`src/rtl/shift_unit.sv`:
```
// shift_unit: iterative shift/rotate engine moving at most STEP bits per clock.
// Rotates (op 011/100) are built only when SHIFT_UNIT_ROTATE_EN is defined; otherwise they are illegal.
module shift_unit #(
    parameter int WIDTH = 32,
    parameter int STEP  = 4
) (
    input  logic             clock,
    input  logic             clear_n,
    input  logic             start,
    input  logic [2:0]       op,
    input  logic [WIDTH-1:0] a,
    input  logic [WIDTH-1:0] b,
    output logic             busy,
    output logic             done,
    output logic [WIDTH-1:0] result,
    output logic             illegal
);
    localparam int LW = $clog2(WIDTH);
    localparam int CW = LW + 1;
    localparam int KW = $clog2(STEP) + 1;
    typedef enum logic [1:0] {IDLE, SHIFT, DONE} state_t;
    state_t state, state_nx;
    logic [WIDTH-1:0] work, work_nx;
    logic [2:0] opr;
    logic sign, ill_q, ill_c, accept, rot, right;
    logic [CW-1:0] rem, rem_nx, n;
    logic [KW-1:0] k;
    logic [2*WIDTH-1:0] dr, dl;
    always_comb begin
        accept = start && state != SHIFT;
`ifdef SHIFT_UNIT_ROTATE_EN
        ill_c = op > 3'd4;
        rot = opr == 3'd3 || opr == 3'd4;
`else
        ill_c = op > 3'd2;
        rot = 1'b0;
`endif
        // Saturate plain shifts at WIDTH; rotates only need the amount modulo WIDTH.
        n = ill_c ? '0 : (|b[WIDTH-1:LW] && op < 3'd3) ? CW'(WIDTH) : {1'b0, b[LW-1:0]};
        k = rem > CW'(STEP) ? KW'(STEP) : KW'(rem);
        right = opr != 3'd2 && opr != 3'd4;
        dr = {opr == 3'd1 ? {WIDTH{sign}} : rot ? work : '0, work} >> k;
        dl = {work, rot ? work : '0} << k;
        work_nx = right ? dr[WIDTH-1:0] : dl[2*WIDTH-1:WIDTH];
        rem_nx = rem - CW'(k);
        state_nx = accept ? (|n ? SHIFT : DONE) : state == SHIFT ? (|rem_nx ? SHIFT : DONE) : IDLE;
        busy = state == SHIFT;
        done = state == DONE;
        result = work;
        illegal = ill_q;
    end
    always_ff @(posedge clock or negedge clear_n) begin
        if (!clear_n) begin
            state <= IDLE;
            work <= '0;
            opr <= '0;
            sign <= 1'b0;
            rem <= '0;
            ill_q <= 1'b0;
        end else begin
            state <= state_nx;
            if (accept) begin
                work <= a;
                opr <= op;
                sign <= a[WIDTH-1];
                rem <= n;
                ill_q <= ill_c;
            end else if (state == SHIFT) begin
                work <= work_nx;
                rem <= rem_nx;
            end
        end
    end
endmodule

```
`config.mk`:
```
export PLATFORM = sky130hd
export DESIGN_NAME = shift_unit
export DESIGN_NICKNAME = d
export VERILOG_FILES = /design/src/rtl/shift_unit.sv
export SDC_FILE = /design/constraint.sdc
export NUM_CORES = 1
export LEC_CHECK = 0
export BUFFER_PORTS_ARGS = -buffer_cell sky130_fd_sc_hd__buf_4
export CORE_MARGIN = 10
export CORE_UTILIZATION = 51
export DETAILED_ROUTE_END_ITERATION = 16
export PLACE_DENSITY = 0.75
export SYNTH_ARGS = -nofsm -noshare
export SYNTH_HDL_FRONTEND = slang
export SYNTH_SLANG_ARGS = --single-unit
```
`constraint.sdc`:
```
create_clock -name clock -period 2.8 [get_ports clock]
set_input_delay 0.56 -clock clock [delete_from_list [all_inputs] [get_ports clock]]
set_output_delay 0.56 -clock clock [all_outputs]
set_load 0.005 [all_outputs]
```
* Word-level counts from Yosys, hierarchy flattened
Cells that the tools add are included.
Widths: inputs -> output; s select.
** Cells by class
- Order comparisons :: 3
- Add/sub/neg operators :: 1
- Reductions and logical operators :: 7
- Equality and inequality tests :: 6
- Multiplexer cells :: 13
- Shifts and indexed selects :: 2
** Operator list (count)
- $mux 32 :: 4
- $shl 64x3->64 :: 1
- $shr 64x3->32 :: 1
- $reduce_or 27->1 :: 1
- $mux 6 :: 4
- $reduce_or 6->1 :: 2
- $mux 2 :: 4
- $gt 6x3->1 const B :: 1
- $sub 6x3->6 :: 1
- $eq 3x1->1 const B :: 1
- $gt 3x2->1 const B :: 1
- $logic_and 1x1->1 :: 3
- $lt 3x2->1 const B :: 1
- $mux 3 :: 1
- $ne 3x2->1 const B :: 1
- $ne 3x3->1 const B :: 1
- $eq 2x1->1 const B :: 1
- $eq 2x2->1 const B :: 1
- $ne 2x1->1 const B :: 1
- $reduce_bool 2->1 :: 1
** Word-level totals
- Output and inout port bits :: 35
- Logic and storage cells :: 38
- Bits in registers :: 45

* Depth between registers and ports, before layout
- Word-level depth :: 7
- Mapped depth :: 9
- Mapped depth without buffers :: 6

* Worst setup path before layout
No wires, ideal clock.
- Path type :: flip-flop to flip-flop
- Start point :: reg rem[3]
- End point :: reg work[7] (netlist: result[7])
- Path buffers :: 2
- Library setup time :: 0.126 ns
- Period minus slack after synthesis :: 2.045 ns
- Data arrival time :: 1.919 ns
- Stages on the path, launching flop included :: 8
- Path slack :: 0.755 ns
- Path through :: dfrtp_1 > buf_6 > or4_4 > buf_6 > o21ai_1 > a21boi_2 > o22ai_1 > o32a_1
** On the way
- Longest elaborated chain between the ends :: 6
- Elaborated cells on any way between the ends :: 7
- Classes of those cells :: order compare: 1; shift: 2; mux: 4
** RTL lines
- start: declaration :: line 26 : logic [CW-1:0] rem, rem_nx, n;
- start signal: assignment :: line 66 : rem <= n;
- start signal: assignment :: line 70 : rem <= rem_nx;
- $gt 6x3->1 * :: line 40 : k = rem > CW'(STEP) ? KW'(STEP) : KW'(rem);
- $mux 3 * :: line 40
- $shl 64x3->64 or $shr 64x3->32 (tied branches) :: line 43, 42
- $mux 32 * :: line 44 : work_nx = right ? dr[WIDTH-1:0] : dl[2*WIDTH-1:WIDTH];
- $mux 32 * :: line 68 : end else if (state == SHIFT) begin
- $mux 32 * :: line 62 : if (accept) begin
- end signal: assignment :: line 69 : work <= work_nx;
- end: declaration :: line 23 : logic [WIDTH-1:0] work, work_nx;
Mark *: on every way between the ends. The rest lies on a longest branch, timed or not. The select of a mux whose other input is x is not followed.
A chain may end at the register's enable or synchronous reset.

* Worst setup path in the final report
Same ends and word-level chain as after synthesis.

==> summary.md <==
| Metric | Value |
|---|---|
| Outcome | `completed` |
| Mapped cell area | `0.004415 mm²` |
| Setup Skew | `12.13 ps` |
| Placed Area | `0.005295 mm²` |
| Post-Synth XOR/XNOR Area | `less than 1%` |
| Synth Area in Compound Gates | `between 30% and 40%` |
| Worst-Skew Late Latency | `320 ps` |
| Top FF cell, synth | `dfrtp_1` |
| Tcrit/Tclk final | `85.26%` |
| Routed wire length | `17660 µm` |
| Mux contribution to synthesized area | `8.019%` |
| Post-CTS setup buffer count | `0` |
| Syn nets | `643` |
| Worst-path maximum fanout | `16` |
| Number of synthesized flops with an enable pin | `0` |
| Clock root buffer | `clkbuf_8` |
| CTS Buf Count | `5` |
| Post-DP HPWL | `between 10000 and 15000 µm` |
| Cts repair resizes | `0` |
| Design area | `about 0.0054 mm²` |
| Met1 GRT Util | `between 30% and 40%` |
| Final Wtd Congestion | `0.9522` |
| Grt peak-use layer | `met2` |
| Starting Density | `52.94%` |
| Htree depth | `2` |
| Most frequent cells in the layout | `buf_4, o21ai_0, nand2_1, dfrtp_1` |
| Die height | `113.0 µm` |
| Clk sinks | `45` |
| RSZ-0062 raised after global routing | `false` |
| Worst setup SP type | `flop` |
| Fill count | `774` |
| Post-route ant nets | `0` |
| Residual DRC | `0` |
| Pwr dens | `approximately 1100 mW/mm²` |
| Fin nets | `721` |
| Largest family of logic cells by synthesized area | `compound AO/OA/AOI/OAI gates` |
| Clock tree buffer depth | `2` |
| Die Width | `113.0 µm` |
| Avg Inst Size Synth | `7.706 µm²` |
| Core ar. | `0.008341 mm²` |
| Crit end category | `flop` |
| Pin count of the biggest net entering global routing | `54` |
| Hold_buf cts | `0` |
| Max-Cap Viols | `0` |
| YS warnings | `0` |
| Netlist cell types | `68` |
| Avg Vias per Cell | `7.021` |
| Post-Syn Instances | `573` |
| Vias | `5315` |
| DR WL/cell | `23.32 µm` |
| Seq. cell area | `roughly 0.0011 mm²` |
| Met3 track demand over resource | `7.554%` |
| All-Layer GR Usage | `between 20% and 30%` |
| Drt first pass iters | `6` |
| Layout cells sized above 1 | `around a quarter` |
| Antenna violations before repair | `0` |
| Vias in the first global route | `5216` |
| DIE AREA | `about 0.013 mm²` |
| WS Path Type | `flop to flop` |
| Post-synth top area share | `25.50%` |
| Largest area contributor in the netlist | `dfrtp_1` |
| Relative slew margins | `53.67%` |
| Simple-gate share of the synthesized area | `between 15 and 20%` |
| Hold Slack | `roughly 240 ps` |
| Antenna Cells | `0` |
| Worst-path clk slew | `110 ps` |
| Post-synthesis adder-cell area fraction | `0%` |
| Top cells by area, synth | `dfrtp_1, o21ai_0, nand2_1, mux2i_1, a211oi_1` |
| GR Overflow Total | `0` |
| Final min period | `2387 ps` |
| Req. time, crit path | `3000 ps` |
| WP data arrival | `about 2600 ps` |
| First-pass GRT wire length | `28160 µm` |
| DR iter-0 viols | `607` |
| GR Util met2 | `41.28%` |
| Slew Viols, Final | `0` |
| IO buf count | `about 100` |
| Final hold vios | `0` |
| CTS tree | `yes` |
| Yosys reg bits | `between 40 and 50` |
| Fraction of registers with async set/reset | `between 90% and 100%` |
| Multi-input logic area | `0.003008 mm²` |
| Post-synthesis sequential area ratio | `25.50%` |
| Area Overhead vs Synth | `22.61%` |
| Tightest Pin Transition | `693.2 ps` |
| Final setup vio count | `0` |
| Leak Pwr | `2.193 nW` |
| I/O pin cnt | `105` |
| Maximum VDD drop | `645.5 µV` |
| F_max | `418.9 MHz` |
| Total power | `6.137 mW` |
| TNS Setup | `0 ps` |
| HP Class | `primary input to async pin` |
| Num rows | `33` |
| Commonest non-fill, non-tap cell in the layout | `buf_4` |
==> synthesized netlist by cell type, drive strengths merged, types with 8 or more instances <==
cell type and instances:
a31oi 15, nor4 8, o21a 8, a21oi 31
nor3 15, clkbuf 36, a211oi 21, buf 22
mux2i 23, a211o 12, o32a 8, and3 12
nand2 65, nor2 34, nand2b 10, dfrtp 45
a21boi 12, nand3 11, o21ai 73
==> through the flow <==
stage | util [%] | instances | worst slack [ps]
after CTS | 64.91 | 757 | 440.4
final | 64.91 | 757 | 412.7
after global routing | 64.91 | 757 | 330.4
after floorplan | - | 573 | 754.8
after detailed placement | 63.49 | 749 | 462.2
after global placement | 63.49 | 749 | 528.5
==> cell type report <==
type	instances	share of cell area [%]
clock inverters	3	0.9244
well taps	105	2.427
inverters	6	0.4160
repair buffers	129	18.58
clock buffers	5	1.271
flip-flops and latches	45	20.82
multi-input cells	464	55.56
==> cells by family (layout without fill, tap and decap cells) <==
group | count (synthesis) | count (layout)
mux | 31 | 31
buf+inv | 64 | 143
simple gates | 178 | 178
xor+xnor | 2 | 2
flops | 45 | 45
compound gates | 253 | 253
==> worst max-delay path, stage by stage (launching register included) <==
cell and delay, ps:
dfrtp_1 500, or4_4 730, nor2_4 370, mux2i_1 230
o22ai_1 100, o32a_1 340
==> registers in the layout (all words and copies together), names as in the netlist <==
name / count
sign: 1
opr: 3
result: 32
state: 2
rem: 6
illegal: 1
==> where the power goes <==
part           total [mW]  switching [mW]  internal (mW)
Sequential           1.65           0.698          0.949
Combinational        3.93            2.18           1.75
Clock               0.561           0.287          0.275
==> path summary, 6_finish.rpt <==
path | cells past startpoint | slack [ps] | to | from
hold / removal | 1 | 240 | result[23] | clear_n
max in group asynchronous | 1 | 2080 | rem[0] | clear_n
setup / recovery | 5 | 410 | result[7] | rem[3]
setup reg to reg | 5 | 410 | result[7] | rem[3]
hold reg to reg | 2 | 500 | sign | sign
min in group clock | 3 | 440 | opr[1] | op[1]
==> metal layers <==
metal / share of wire, % / up-vias
li1: - / 2359
met1: 40 / 2559
met2: 46 / 351
met3: 12 / 46
met4: 2.3 / 0
met5: 0 / -
Power figures use the tool's default switching activity.
